## src/rtl/instr_fetch_unit.sv

```systemverilog
// Fetch stage: holds the PC, requests words from imem and hands them to decode.
// Optional performance counters are built when IF_PERF_CNT_EN is defined.
//
// state | meaning
// IDLE  | one cycle after reset, no request
// FETCH | imem request outstanding at pc
// HOLD  | instruction presented to decode, waiting for instr_ready
module instr_fetch_unit #(
  parameter logic [31:0] RESET_PC = 32'h0000_0000,
  parameter int unsigned MAX_WAIT = 255
) (
  input  logic        clk,
  input  logic        rst_n,
  output logic        imem_req,
  output logic [31:0] imem_addr,
  input  logic [31:0] imem_rdata,
  input  logic        imem_valid,
  output logic        instr_valid,
  input  logic        instr_ready,
  output logic [31:0] instr,
  output logic [5:0]  opcode,
  output logic [31:0] pc_out,
  input  logic        branch_taken,
  input  logic [15:0] branch_imm,
  input  logic        jump,
  input  logic [25:0] jump_index,
  output logic        fetch_timeout
`ifdef IF_PERF_CNT_EN
  ,
  output logic [31:0] fetch_count,
  output logic [31:0] stall_count
`endif
);

  localparam logic [7:0] L_MAX_WAIT = 8'(MAX_WAIT);

  typedef enum logic [1:0] {
    ST_IDLE  = 2'd0,
    ST_FETCH = 2'd1,
    ST_HOLD  = 2'd2
  } state_t;

  state_t      r_state;
  state_t      w_state_nxt;
  logic [31:0] r_pc;
  logic [31:0] w_pc_nxt;
  logic [7:0]  r_wait_cnt;
  logic [7:0]  w_wait_cnt_nxt;
  logic [31:0] r_instr;
  logic [31:0] w_instr_nxt;
  logic [5:0]  r_opcode;
  logic [5:0]  w_opcode_nxt;
  logic [31:0] r_pc_out;
  logic [31:0] w_pc_out_nxt;
  logic        r_instr_valid;
  logic        w_instr_valid_nxt;
  logic        r_timeout;
  logic        w_timeout_nxt;

  logic        w_handshake;
  logic [31:0] w_p4;
  logic [31:0] w_br_off;
  logic [31:0] w_next_pc;

  assign w_handshake = (r_state == ST_HOLD) && r_instr_valid && instr_ready;

  // Redirect target is relative to the instruction being consumed, not to r_pc.
  assign w_p4     = r_pc_out + 32'd4;
  assign w_br_off = {{14{branch_imm[15]}}, branch_imm, 2'b00};

  always_comb begin
    w_next_pc = w_p4;
    if (jump) begin
      w_next_pc = {w_p4[31:28], jump_index, 2'b00};
    end else if (branch_taken) begin
      w_next_pc = w_p4 + w_br_off;
    end
  end

  always_comb begin
    w_state_nxt       = r_state;
    w_pc_nxt          = r_pc;
    w_wait_cnt_nxt    = r_wait_cnt;
    w_instr_nxt       = r_instr;
    w_opcode_nxt      = r_opcode;
    w_pc_out_nxt      = r_pc_out;
    w_instr_valid_nxt = r_instr_valid;
    w_timeout_nxt     = 1'b0;

    case (r_state)
      ST_IDLE: begin
        w_state_nxt = ST_FETCH;
      end

      ST_FETCH: begin
        if (imem_valid) begin
          w_instr_nxt       = imem_rdata;
          w_opcode_nxt      = imem_rdata[31:26];
          w_pc_out_nxt      = r_pc;
          w_instr_valid_nxt = 1'b1;
          w_wait_cnt_nxt    = 8'd0;
          w_state_nxt       = ST_HOLD;
        end else if (r_wait_cnt == L_MAX_WAIT) begin
          // Address stays put, so staying in FETCH re-issues the same request.
          w_timeout_nxt  = 1'b1;
          w_wait_cnt_nxt = 8'd0;
        end else begin
          w_wait_cnt_nxt = r_wait_cnt + 8'd1;
        end
      end

      ST_HOLD: begin
        if (w_handshake) begin
          w_instr_valid_nxt = 1'b0;
          w_pc_nxt          = w_next_pc;
          w_state_nxt       = ST_FETCH;
        end
      end

      default: begin
        w_state_nxt = ST_IDLE;
      end
    endcase
  end

  always_ff @(posedge clk) begin
    if (!rst_n) begin
      r_state       <= ST_IDLE;
      r_pc          <= RESET_PC;
      r_wait_cnt    <= 8'd0;
      r_instr       <= 32'd0;
      r_opcode      <= 6'd0;
      r_pc_out      <= RESET_PC;
      r_instr_valid <= 1'b0;
      r_timeout     <= 1'b0;
    end else begin
      r_state       <= w_state_nxt;
      r_pc          <= w_pc_nxt;
      r_wait_cnt    <= w_wait_cnt_nxt;
      r_instr       <= w_instr_nxt;
      r_opcode      <= w_opcode_nxt;
      r_pc_out      <= w_pc_out_nxt;
      r_instr_valid <= w_instr_valid_nxt;
      r_timeout     <= w_timeout_nxt;
    end
  end

  assign imem_req      = (r_state == ST_FETCH);
  assign imem_addr     = r_pc;
  assign instr_valid   = r_instr_valid;
  assign instr         = r_instr;
  assign opcode        = r_opcode;
  assign pc_out        = r_pc_out;
  assign fetch_timeout = r_timeout;

`ifdef IF_PERF_CNT_EN
  logic [31:0] r_fetch_count;
  logic [31:0] r_stall_count;

  always_ff @(posedge clk) begin
    if (!rst_n) begin
      r_fetch_count <= 32'd0;
      r_stall_count <= 32'd0;
    end else begin
      if (w_handshake) begin
        r_fetch_count <= r_fetch_count + 32'd1;
      end
      if ((r_state == ST_HOLD) && !instr_ready) begin
        r_stall_count <= r_stall_count + 32'd1;
      end
    end
  end

  assign fetch_count = r_fetch_count;
  assign stall_count = r_stall_count;
`endif

endmodule
```

## config.mk

```make
export PLATFORM = sky130hd
export DESIGN_NAME = instr_fetch_unit
export DESIGN_NICKNAME = d
export VERILOG_FILES = /design/src/rtl/instr_fetch_unit.sv
export SDC_FILE = /design/constraint.sdc
export NUM_CORES = 1
export LEC_CHECK = 0
export BUFFER_PORTS_ARGS = -buffer_cell sky130_fd_sc_hd__buf_2
export CAP_MARGIN = 40
export CELL_PAD_IN_SITES_DETAIL_PLACEMENT = 0
export CELL_PAD_IN_SITES_GLOBAL_PLACEMENT = 1
export CORE_ASPECT_RATIO = 2
export CORE_MARGIN = 4
export CORE_UTILIZATION = 35
export CTS_CLUSTER_SIZE = 10
export DETAILED_ROUTE_END_ITERATION = 10
export PLACE_DENSITY = 0.86
export SKIP_CTS_REPAIR_TIMING = 1
export SLEW_MARGIN = 25
export SYNTH_ARGS = -nofsm -noshare
export SYNTH_HDL_FRONTEND = slang
export SYNTH_SLANG_ARGS = --single-unit
```

## constraint.sdc

```tcl
create_clock -name clk -period 6 [get_ports clk]
set_clock_uncertainty 0.2 [all_clocks]
set_input_delay 1.2 -clock clk [delete_from_list [all_inputs] [get_ports clk]]
set_output_delay 1.2 -clock clk [all_outputs]
set_load 0.05 [all_outputs]
```

[Yosys cells after proc, flatten, opt, wreduce, memory -nomap -nowiden]
Cells that the tools add are included.
Storage, ports and cells
  word-level logic and storage cells: 38
  output and inout port bits: 105
  ROM bits: 0
  bits in writable memories: 0
  memories kept: 0
  input bits: 80
  register bits: 114
  latch bits: 0
Operators by class
  $mul: 0
  shift-type cells: 0
  bitwise operators: 2
  $add $sub $neg: 3
  eq/ne operators: 5
  reduce and logical (&&, ||, !) cells: 9
  divide/modulo/power cells: 0
  magnitude comparators: 0
  multiplexer cells: 11
Operator list (number)
  32-bit two-way mux: 2
  32-bit by 3-bit adder with 32-bit output (second input constant): 1
  32-bit adder: 1
  8-bit two-way mux: 2
  8-bit by 1-bit adder with 8-bit output (second input constant): 1
  8-bit == test (second input constant): 1
  2-bit one-hot mux with 3 select lines: 1
  2-bit AND reduction: 3
  2-bit two-way mux: 2
  1-bit two-way mux: 3
  3-bit AND reduction: 1
  3-bit OR reduction: 1
  2-bit by 1-bit == test with 1-bit output (second input constant): 1
  2-bit == test (second input constant): 1
  1-bit logical AND: 2
  2-bit zero test: 1
  2-bit by 1-bit inequality test with 1-bit output (second input constant): 1
  2-bit inequality test (second input constant): 1
  1-bit inverter: 2
  1-bit one-hot mux with 2 select lines: 1
  2-bit nonzero test: 1

[Logic depth before layout (Yosys ltp)]
  depth in word-level cells: 5
  depth in mapped cells: 16
  mapped depth without buffers: 16

[Least setup slack after synthesis]
OpenSTA, ideal clock, no wires.
  path kind: in2reg
  from: in branch_imm[0]
  to: reg r_pc[30], in the netlist imem_addr[30]
  data required time: 5.721 ns
  library setup time: 0.079 ns
  data arrival time: 3.589 ns
  path slack: 2.131 ns
  stages: 11
  path through: ha_1 > fa_1 > a21o_2 > a221oi_2 > a21oi_2 > o31a_4 > a21oi_4 > nor2_1 > o2111ai_1 > mux2_1 > a22oi_1
On the way
  longest elaborated chain between the ends: 3
RTL lines
  start: declaration: RTL line 24  | input logic [15:0] branch_imm,
  32-bit adder: RTL line 76  | w_next_pc = w_p4 + w_br_off;
  32-bit two-way mux: RTL line 75  | end else if (branch_taken) begin
  32-bit two-way mux: RTL line 73  | if (jump) begin
  end signal: assignment: RTL line 138  | r_pc <= w_pc_nxt;
  end: declaration: RTL line 45  | logic [31:0] r_pc;
Every way passes these cells.
A chain may end at the register's enable or synchronous reset.

[Worst setup path after layout]
  from: reg r_pc_out[4], in the netlist pc_out[4]
  to: reg r_pc[29], in the netlist imem_addr[29]
On the way
  longest elaborated chain between the ends: 4
RTL lines
  start: declaration: RTL line 53  | logic [31:0] r_pc_out;
  start signal: assignment: RTL line 142  | r_pc_out <= w_pc_out_nxt;
  32-bit by 3-bit adder with 32-bit output (*): RTL line 68  | assign w_p4 = r_pc_out + 32'd4;
  32-bit adder: RTL line 76
  32-bit two-way mux: RTL line 75
  32-bit two-way mux (*): RTL line 73
Mark *: on every way between the ends. The rest lies on a longest branch, timed or not.

==> reports/qor.yml <==
setup_path:
  r2r-start: "pc_out[4]$_SDFFE_PN0P_"
  crit_type: "register to register"
  r2r_slack_ns: 1.72
  crit_path_end_kind: "register"
  crit_arrival_ns: 4.36
  cp-start-kind: "register"
  rr_endpoint: "imem_addr[29]$_SDFFE_PN0P_"
  cp_data_required_time_ns: 6.08
  reg2reg_depth: 15
  cp-endpoint: "imem_addr[29]$_SDFFE_PN0P_"
  critPathLaunch: "pc_out[4]$_SDFFE_PN0P_"
  crit_path_max_fanout: 9
floorplanning:
  die-area_sq_um: 21700
  core_area_sq_um: 18900
  die_height_microns: 204
  io_pins: 185
  start_util: 0.357
  die_width_microns: 106
  rows: 71
timing:
  slew_violations: 0
  rsz0062_at_grt: "false"
  setup_viol: 0
  tns_ns: 0
  hold_viol_final: 0
  slew_headroom: 0.515
  period_minus_slack_ns: 4.28
  timing.fmax_mhz: 234
  layout_setup_ws_ns: 1.72
  fin_crit_sh: 0.713
  worst_pin_slew_ns: 0.728
yosys:
  synth_edf_count: 0
  syn-num-nets: 1004
  yosysWarnings: 0
  yosysTopAreaCell: "dfxtp_1"
  ys_seq_elements: 108
  yosysSeqAreaShare: 0.320
  syn_area_sq_um: 6760
  synthArstFlopShare: 0
  synthFlopType: "dfxtp_1"
  postSynthCellCount: 885
  syn_area_per_cell_sq_um: 7.63
  synth_cell_types: 64
  synth_area_leaders: "dfxtp_1 32%, nand2_1 12%, a21boi_0 7.8%, ha_1 7.0%, o21ai_0 3.9%"
  yosys.area.top_type_share: 0.320
placed_design:
  dpl.hpwl_microns: 18600
  place_ws_ns: 1.72
  dp_cells: 1280
  gp_congestion: 0.937
  port_buffers: 184
job:
  cap_violations: 0
cts:
  clock_latency_ns: 0.36
  tritoncts: "done"
  clkTransAtPathRegs_ns: 0.08
  clock-root-buffer: "clkbuf_16"
  cts_buffers: 9
  h-tree-depth: 3
  cts_sinks: 108
  max-clock-path-buffers: 2
detailed_routing:
  routed_via_density: 5.31
  firstDrtPassIters: 5
  top_layer: "met4"
  routedWlPerCell_microns: 18.6
  vias: 6887
  wl_met1_microns: 8400
  ant_nets: 0
  finalWirelength_microns: 24100
  first_iter_violations: 320
  wl_met2_microns: 13100
  drc: 0
  wl_met3_microns: 1190
grt:
  grt.total_usage: 0.220
  grt_max_degree: 50
  grt_pass1_vias: 6955
  grt_pass1_wl_microns: 37300
  overflow: 0
  antenna_found_initial: 0
cells_and_area:
  drive_gt1_frac: 0.219
  n_antenna_cell: 0
  fin_cells: 1296
  num-nets-final: 1155
  areaGrowthSynthToFinish_pct: 20.3
min_path:
  hp-class: "register to register"
pwr:
  ir_drop_mv: 0.122
  fin_total_pwr_mw: 1.62
  static-leakage-power_nw: 3.52
  p_per_area_nw_per_um2: 199
status:
  status: "finished, final reports clean"
## cells in the mapped netlist (all sizes together), types with 11 or more instances
library cell    n
nand4          13
nand3          20
nand2         215
and3           11
a21o           12
nor2           50
xnor2          29
inv            12
a21boi         70
buf            11
ha             38
nor3           15
and2           17
o21ai          53
dfxtp         108
a21oi          50
clkbuf         41
xor2           22
## metrics by stage
stage | hold WS [ns] | area, sq um | util
after global routing | 0.287 | 8130 | 0.429
after global placement | 0.247 | 7800 | 0.412
after floorplan | 0.254 | 6760 | -
after detailed placement | 0.255 | 7830 | 0.414
final | 0.261 | 8130 | 0.429
after CTS | 0.265 | 8130 | 0.429
## flip-flops by register name, summed over array words and instances (netlist names)
register,count
pc_out,32
instr,32
imem_addr,32
r_wait_cnt,8
r_state,2
fetch_timeout,1
instr_valid,1
## critical path: stages (launching register included)
cell,delay [ns]
dfxtp_1,0.45
and4_1,0.30
and3_1,0.27
nand2_1,0.23
nor2_1,0.19
xor2_1,0.10
ha_1,0.49
o21ai_0,0.18
a211oi_1,0.42
a21oi_1,0.12
a21oi_1,0.24
a21oi_1,0.27
nor3_1,0.31
nor3_1,0.08
a21o_1,0.16
a22oi_1,0.18
## kinds of logic after synthesis
| family | share of synthesized area |
|---|---|
| flops | 0.320 |
| simple gates | 0.236 |
| compound gates | 0.254 |
| fa+ha+maj | 0.0733 |
| buf+inv | 0.0433 |
| xor+xnor | 0.0661 |
| mux | 0.00778 |
## where the power goes
group | switching (mW) | internal [mW] | total (mW)
combinational | 0.179 | 0.0806 | 0.260
sequential | 0.00941 | 0.731 | 0.740
clock | 0.291 | 0.329 | 0.621
total | 0.480 | 1.14 | 1.62
## worst min path at each step
stage                                            end  cells after the start                       start  slack, ns
after detailed placement      instr[17]$_SDFFE_PN0P_                      2      instr[17]$_SDFFE_PN0P_       0.26
after global placement         instr[1]$_SDFFE_PN0P_                      2       instr[1]$_SDFFE_PN0P_       0.25
after floorplan           r_wait_cnt[1]$_SDFFE_PN0P_                      2  r_wait_cnt[1]$_SDFFE_PN0P_       0.25
after global routing           instr[6]$_SDFFE_PN0P_                      2       instr[6]$_SDFFE_PN0P_       0.29
after CTS                     instr[17]$_SDFFE_PN0P_                      2      instr[17]$_SDFFE_PN0P_       0.27
final                         instr[20]$_SDFFE_PN0P_                      2      instr[20]$_SDFFE_PN0P_       0.26
## cell type report
type                    count  area [sq um]
clock buffers              10           229
clock inverters             6          70.1
fillers                  1993         10800
inverters                  13          48.8
multi-input cells         712          4310
flip-flops and latches    108          2160
well taps                 255           319
repair buffers            192           992
## routing by layer
metal	up-vias	global-route usage
li1	3385	-
met1	3173	0.221
met2	247	0.419
met3	82	0.0281
met4	0	0.137
met5	-	0
## cells in the final DEF, fill, tap and decap left out, types with 6 or more instances in the layout
master / Yosys / final
a211oi_1: 10 / 10
a21boi_0: 70 / 70
a21o_1: 8 / 8
a21oi_1: 48 / 48
and2_1: 16 / 15
and3_1: 10 / 10
buf_2: 2 / 184
buf_4: 7 / 6
clkbuf_16: 0 / 9
dfxtp_1: 108 / 108
ha_1: 38 / 38
inv_1: 12 / 12
nand2_1: 214 / 213
nand3_1: 20 / 20
nand4_1: 13 / 13
nor2_1: 49 / 49
nor3_1: 14 / 14
o211ai_1: 9 / 9
o21a_1: 6 / 6
o21ai_0: 52 / 52
o22ai_1: 8 / 8
o31ai_1: 8 / 8
xnor2_1: 29 / 29
xor2_1: 22 / 22
Power figures use the tool's default switching activity.
